===== config.mk =====
export PLATFORM = sky130hd
export DESIGN_NAME = sha1_msg_feeder
export DESIGN_NICKNAME = d
export VERILOG_FILES = /design/src/rtl/sha1_pkg.sv /design/src/rtl/sha1_pad_buffer.sv /design/src/rtl/sha1_msg_feeder.sv
export SDC_FILE = /design/constraint.sdc
export NUM_CORES = 2
export LEC_CHECK = 0
export ABC_AREA = 1
export BUFFER_PORTS_ARGS = -buffer_cell sky130_fd_sc_hd__buf_2
export CAP_MARGIN = 20
export CORE_UTILIZATION = 55
export CTS_BUF_LIST = sky130_fd_sc_hd__clkbuf_4 sky130_fd_sc_hd__clkbuf_8 sky130_fd_sc_hd__clkbuf_16
export DETAILED_ROUTE_END_ITERATION = 10
export PLACE_DENSITY = 0.75
export SYNTH_ARGS = -nofsm -noshare
export SYNTH_HDL_FRONTEND = slang
export SYNTH_SLANG_ARGS = --single-unit

===== constraint.sdc =====
create_clock -name clk -period 4.3 [get_ports clk]
set_input_delay 0.215 -clock clk [delete_from_list [all_inputs] [get_ports clk]]
set_output_delay 0.215 -clock clk [all_outputs]
set_load 0.02 [all_outputs]

===== src/rtl/sha1_pkg.sv =====
// Shared definitions for the SHA-1 message feeder: FSM encodings, round and
// length limits, padding constants and a byte-lane placement helper.
package sha1_pkg;

    typedef enum logic [2:0] {
        ST_IDLE = 3'd0,
        ST_LOAD = 3'd1,
        ST_RUN  = 3'd2,
        ST_DONE = 3'd3,
        ST_PAD  = 3'd4
    } state_e;

    localparam int SHA1_MAX_BYTES   = 55;
    localparam int SHA1_ROUND_FIRST = 1;
    localparam int SHA1_ROUND_LAST  = 80;
    localparam int SHA1_ROUND_FINAL = SHA1_ROUND_LAST + 1;

    localparam logic [31:0] SHA1_H0 = 32'h67452301;
    localparam logic [31:0] SHA1_H1 = 32'hEFCDAB89;
    localparam logic [31:0] SHA1_H2 = 32'h98BADCFE;
    localparam logic [31:0] SHA1_H3 = 32'h10325476;
    localparam logic [31:0] SHA1_H4 = 32'hC3D2E1F0;

    localparam logic [7:0] PAD_BYTE = 8'h80;

    // PAD is a sub-phase of LOAD as far as the core is concerned.
    function automatic logic [1:0] core_state_enc(input state_e s);
        logic [1:0] enc;
        enc = 2'd0;
        case (s)
            ST_IDLE: enc = 2'd0;
            ST_LOAD: enc = 2'd1;
            ST_PAD:  enc = 2'd1;
            ST_RUN:  enc = 2'd2;
            ST_DONE: enc = 2'd3;
            default: enc = 2'd0;
        endcase
        return enc;
    endfunction

    // Big-endian placement: lane 0 is the most significant byte of the word.
    function automatic logic [31:0] byte_lane(input logic [7:0] b, input logic [1:0] lane);
        logic [31:0] w;
        w = 32'd0;
        case (lane)
            2'd0: w = {b, 24'd0};
            2'd1: w = {8'd0, b, 16'd0};
            2'd2: w = {16'd0, b, 8'd0};
            2'd3: w = {24'd0, b};
            default: w = 32'd0;
        endcase
        return w;
    endfunction

endpackage


===== src/rtl/sha1_pad_buffer.sv =====
// 16x32 message block buffer: byte-serial writes, SHA-1 pad/length insertion
// and a word read port that already reflects a pad being written this cycle.
module sha1_pad_buffer
    import sha1_pkg::*;
(
    input  logic        clk,
    input  logic        rst_n,
    input  logic        clr,
    input  logic        wr_en,
    input  logic [5:0]  wr_idx,
    input  logic [7:0]  wr_byte,
    input  logic        pad_en,
    input  logic [5:0]  len,
    input  logic [3:0]  rd_addr,
    output logic [31:0] rd_data
);

    logic [31:0] words     [16];
    logic [31:0] words_nxt [16];

    always_comb begin
        for (int w = 0; w < 16; w++) begin
            words_nxt[w] = clr ? 32'd0 : words[w];
        end
        if (wr_en) begin
            words_nxt[wr_idx[5:2]] = (words_nxt[wr_idx[5:2]] & ~byte_lane(8'hFF, wr_idx[1:0]))
                                   | byte_lane(wr_byte, wr_idx[1:0]);
        end
        // Bytes past the message are already zero, so OR-ing the pad byte is enough.
        if (pad_en) begin
            words_nxt[len[5:2]] = words_nxt[len[5:2]] | byte_lane(PAD_BYTE, len[1:0]);
            words_nxt[14]       = 32'd0;
            words_nxt[15]       = {23'd0, len, 3'd0};
        end
    end

    always_ff @(posedge clk or negedge rst_n) begin
        if (!rst_n) begin
            for (int w = 0; w < 16; w++) begin
                words[w] <= 32'd0;
            end
        end else begin
            for (int w = 0; w < 16; w++) begin
                words[w] <= words_nxt[w];
            end
        end
    end

    // Round 1 is fetched during the pad cycle, so bypass the pad byte onto the read.
    assign rd_data = words[rd_addr]
                   | ((pad_en && (rd_addr == len[5:2])) ? byte_lane(PAD_BYTE, len[1:0]) : 32'd0);

endmodule


===== src/rtl/sha1_msg_feeder.sv =====
// Byte-serial message intake, SHA-1 single-block padding and round sequencing
// toward the compression core; captures the resulting digest.
module sha1_msg_feeder
    import sha1_pkg::*;
#(
    parameter int MAX_BYTES  = SHA1_MAX_BYTES,
    parameter int ROUND_LAST = SHA1_ROUND_LAST
) (
    input  logic         clk,
    input  logic         rst_n,
    input  logic [7:0]   in_data,
    input  logic         in_valid,
    input  logic         in_last,
    output logic         in_ready,
    output logic [31:0]  core_data,
    output logic [7:0]   core_round,
    output logic [1:0]   core_state,
    output logic         core_en,
    input  logic [159:0] hash_in,
    output logic [159:0] digest_out,
    output logic         digest_valid,
    output logic         busy,
    output logic         err_len
);

    localparam int ROUND_FINAL = ROUND_LAST + 1;

    state_e      state, state_nxt;
    logic [5:0]  count, count_nxt, count_inc;
    logic [7:0]  cnt, cnt_nxt;
    logic        done_wait, done_wait_nxt;
    logic        err_nxt;
    logic        accept;
    logic        capture;
    logic        clr, wr_en, pad_en;
    logic [5:0]  wr_idx;
    logic [3:0]  rd_addr;
    logic [31:0] rd_data;
    logic [31:0] core_data_nxt;

    sha1_pad_buffer u_buf (
        .clk     (clk),
        .rst_n   (rst_n),
        .clr     (clr),
        .wr_en   (wr_en),
        .wr_idx  (wr_idx),
        .wr_byte (in_data),
        .pad_en  (pad_en),
        .len     (count),
        .rd_addr (rd_addr),
        .rd_data (rd_data)
    );

    assign accept     = in_valid & in_ready;
    assign count_inc  = count + 6'd1;
    assign core_round = cnt;

    always_comb begin
        state_nxt     = state;
        count_nxt     = count;
        cnt_nxt       = cnt;
        done_wait_nxt = done_wait;
        err_nxt       = err_len;
        capture       = 1'b0;
        clr           = 1'b0;
        wr_en         = 1'b0;
        wr_idx        = count;
        pad_en        = 1'b0;
        case (state)
            ST_IDLE: begin
                if (accept) begin
                    clr       = 1'b1;
                    wr_en     = 1'b1;
                    wr_idx    = 6'd0;
                    count_nxt = 6'd1;
                    err_nxt   = 1'b0;
                    state_nxt = in_last ? ST_PAD : ST_LOAD;
                end
            end
            ST_LOAD: begin
                if (accept) begin
                    wr_en     = 1'b1;
                    count_nxt = count_inc;
                    if (in_last) begin
                        state_nxt = ST_PAD;
                    end else if (count_inc == 6'(MAX_BYTES)) begin
                        err_nxt   = 1'b1;
                        state_nxt = ST_PAD;
                    end
                end
            end
            ST_PAD: begin
                pad_en    = 1'b1;
                cnt_nxt   = 8'(SHA1_ROUND_FIRST);
                state_nxt = ST_RUN;
            end
            ST_RUN: begin
                if (cnt == 8'(ROUND_FINAL)) begin
                    cnt_nxt       = 8'd0;
                    done_wait_nxt = 1'b0;
                    state_nxt     = ST_DONE;
                end else begin
                    cnt_nxt = cnt + 8'd1;
                end
            end
            ST_DONE: begin
                // First cycle lets the finalize round land in the core's hash register.
                if (!done_wait) begin
                    done_wait_nxt = 1'b1;
                end else begin
                    done_wait_nxt = 1'b0;
                    capture       = 1'b1;
                    state_nxt     = ST_IDLE;
                end
            end
            default: state_nxt = ST_IDLE;
        endcase

        rd_addr       = cnt_nxt[3:0] - 4'd1;
        core_data_nxt = ((state_nxt == ST_RUN) && (cnt_nxt <= 8'd16)) ? rd_data : 32'd0;
    end

    always_ff @(posedge clk or negedge rst_n) begin
        if (!rst_n) begin
            state        <= ST_IDLE;
            count        <= 6'd0;
            cnt          <= 8'd0;
            done_wait    <= 1'b0;
            err_len      <= 1'b0;
            in_ready     <= 1'b0;
            core_en      <= 1'b0;
            core_data    <= 32'd0;
            core_state   <= 2'd0;
            busy         <= 1'b0;
            digest_out   <= 160'd0;
            digest_valid <= 1'b0;
        end else begin
            state        <= state_nxt;
            count        <= count_nxt;
            cnt          <= cnt_nxt;
            done_wait    <= done_wait_nxt;
            err_len      <= err_nxt;
            in_ready     <= (state_nxt == ST_IDLE) || (state_nxt == ST_LOAD);
            core_en      <= (state_nxt == ST_RUN);
            core_data    <= core_data_nxt;
            core_state   <= core_state_enc(state_nxt);
            busy         <= (state_nxt != ST_IDLE);
            digest_valid <= capture;
            if (capture) begin
                digest_out <= hash_in;
            end
        end
    end

endmodule


==> results.yml <==
sta:
  fin_hold_ws_ps: 93.37
  rsz0062_at_grt: "no"
  finalSetupViolations: 0
  timing.final.crit_period_ps: 3878
  fmax_ghz: 0.2578
  finalHoldViolCount: 0
  setup_tns_ps: 0
  slew_headroom_pct: 27.14
  slew_violations: 0
  min_period_over_period_pct: 90.19
  skew_ps: 43.65
  tightestPinTransition_ps: 1093
final_layout:
  postLayoutCoreUtil_pct: 65.71
  nNetsFinal: 5973
  syn2layout_area_growth_pct: 17.42
  layout-drive-gt1-share_pct: 12.78
  fillers: 6230
synthesis:
  yosysSeqAreaShare_pct: 45.37
  ys_seq_elements: 729
  syn_inst: 5487
  synth_cell_type_count: 45
  ys_warn_count: 0
  syn_area_per_cell_um2: 7.328
  syn_nets: 5666
  syn_area_um2: 40210
worst_setup_path:
  critPathKind: "flop to flop"
  r2r-start: "state[0]"
  cp.required_ps: 4870
  crit_fanout: 70
  cp-start-kind: "flop"
  cp.arrival_ps: 4450
  end_kind: "flop"
  startpoint: "state[0]"
route:
  wl_per_cell_um: 24.38
  post_drt_via_cell_ratio: 6.344
  drt_wl_total_mm: 166.2
  drt_pass1_iterations: 8
  drtAntennaViolNets: 0
  route.detailed.drc: 0
  drt_iter0_drc: 6842
  vias: 43250
hold_path:
  hp-class: "input port to flop"
  hold_start: "hash_in[132]"
status:
  outcome: "complete, no violations"
floorplanning:
  start_util_pct: 55.96
  boundaryPins: 379
  chipHeight_um: 272.4
  die_area_um2: 74190
  core-area_um2: 71850
  die_w_um: 272.4
  num_rows: 98
global_routing:
  met3_usage_pct: 14.40
  grt_usage_pct: 43.80
  grt_max_degree: 210
  grt_first_pass_wirelength_mm: 247.8
  grt_pass1_vias: 40800
  grt_util_met1_pct: 59.26
  grt.met2_usage_pct: 62.22
  antenna_found_initial: 9
  grt_overflow: 0
  grt-busiest-layer: "met2"
clock_tree:
  clk_path_buf_depth: 3
  clk_latency_ps: 680
  clk_pin_slew_ps: 60
  post_cts_buffers: 0
  cts_tree: "done"
  cts_max_level: 3
  cts_root_buf: "clkbuf_16"
  cts_buffers: 81
  cts_sinks: 729
placement:
  io_buffers: 378
  dp_hpwl_mm: 96.69
  gp_congestion: 1.034
power_and_ir_drop:
  power.density_nw_per_um2: 752.2
  power_mw: 35.52
  vdd_drop_max_mv: 1.608
  p_leak_nw: 23.81
run:
  max-cap-violations: 0
[worst max-delay path, cell delays in order, from the launching register on]
cell     delay, ps
dfrtp_1        410
buf_4          200
nor3_2         280
inv_2          100
nor2_2         240
inv_1          100
o22ai_1        240
inv_1          120
ha_4           320
buf_12         330
buf_4          470
a21oi_1         60
o21ai_0        120
nand2_1         80
o21ai_0        300
o22ai_1        120
a21oi_1        230
[state kept, by name, indices dropped and copies added, names as in the netlist]
name and flops:
busy 1, core_data 32, core_en 1, core_round 8
core_state 2, count 6, digest_out 160, digest_valid 1
done_wait 1, err_len 1, in_ready 1, state 3
u_buf.words 512
[final timing paths]
| kind | end | slack, ps | cells after the start |
|---|---|---|---|
| max in group asynchronous | u_buf.words[315] | 2980 | 3 |
| max | core_data[15] | 420 | 16 |
| min reg2reg | digest_out[95] | 460 | 2 |
| min in group asynchronous | core_data[10] | 200 | 2 |
| min | digest_out[132] | 90 | 3 |
| max reg2reg | core_data[15] | 420 | 16 |
[layer usage]
layer  routed length (um)  up-vias
li1                     -    18900
met4                 9958       12
met3                23810      747
met5                   84        -
met2                70110     3327
met1                62220    20260
[cells by family after synthesis]
family          Yosys count  share of synthesized area (%)
flops                   729                          45.37
buf+inv                 954                          9.618
simple gates           2371                          24.53
xor+xnor                 10                         0.2552
fa+ha+maj                 7                         0.2178
compound gates         1416                          20.01
[cell type report]
type / instances / area [um^2] / area share [%]
Antenna cell: 5 / 12.51 / 0.02650
Clock buffer: 117 / 2410 / 5.104
Clock inverter: 34 / 400.4 / 0.8480
Inverter: 504 / 1902 / 4.028
Multi-Input combinational cell: 3804 / 18210 / 38.56
Sequential cell: 729 / 18250 / 38.64
Tap cell: 950 / 1189 / 2.517
Timing Repair Buffer: 674 / 4850 / 10.27
[through the flow]
| step | cell area (um^2) | instances | setup slack (ps) |
|---|---|---|---|
| global placement | 42790 | 6501 | 685.8 |
| floorplan | 40210 | 5487 | 730.1 |
| CTS | 47200 | 6812 | 577.8 |
| global route | 47210 | 6815 | 302.2 |
| detailed placement | 42790 | 6501 | 612.4 |
| finish | 47220 | 6817 | 421.7 |
[layout by cell type, fill, tap and decap left out, drive strengths merged, types with 57 or more instances in the layout]
cell	n
dlygate4sd3	160
o21ai	751
a21oi	323
a31oi	57
nor2	165
dfrtp	729
nand3	621
inv	503
buf	514
o211ai	85
o221ai	58
clkbuf	117
nand2	1540
[Yosys cell counts (all sizes together)]
cell        n  share of area (%)
a211oi     40               0.75
a21oi     323                4.0
a221o       2              0.050
a221oi     28               0.61
a22oi       1              0.019
a311oi      5               0.11
a31oi      57               0.89
a32o        8               0.20
a32oi       7               0.15
buf       179                2.4
clkbuf    271                2.5
clkinv      2              0.019
dfrtp     729                 45
ha          7               0.22
inv       502                4.7
nand2    1540                 14
nand3     621                7.9
nand4       3              0.047
nor2      165                1.7
nor3       37               0.50
o2111ai     1              0.022
o211ai     85                1.6
o21ai     751                9.4
o221ai     58                1.3
o22ai      23               0.36
o311ai      6               0.13
o31ai       4              0.075
o32ai      17               0.37
or2         5              0.078
xnor2       1              0.022
xor2        9               0.23
[power by group]
part	switching [mW]	leakage, nW	internal, mW
clock	3.09	1.40	4.24
combinational	14.2	12.7	5.19
sequential	0.774	9.71	8.01
total	18.1	23.8	17.4
[repair_timing]
action	CTS	global route
resized for setup	0	0
endpoints found under the hold margin	246	0
hold buffers	160	0
No activity file was read; power rests on OpenSTA's default activity.
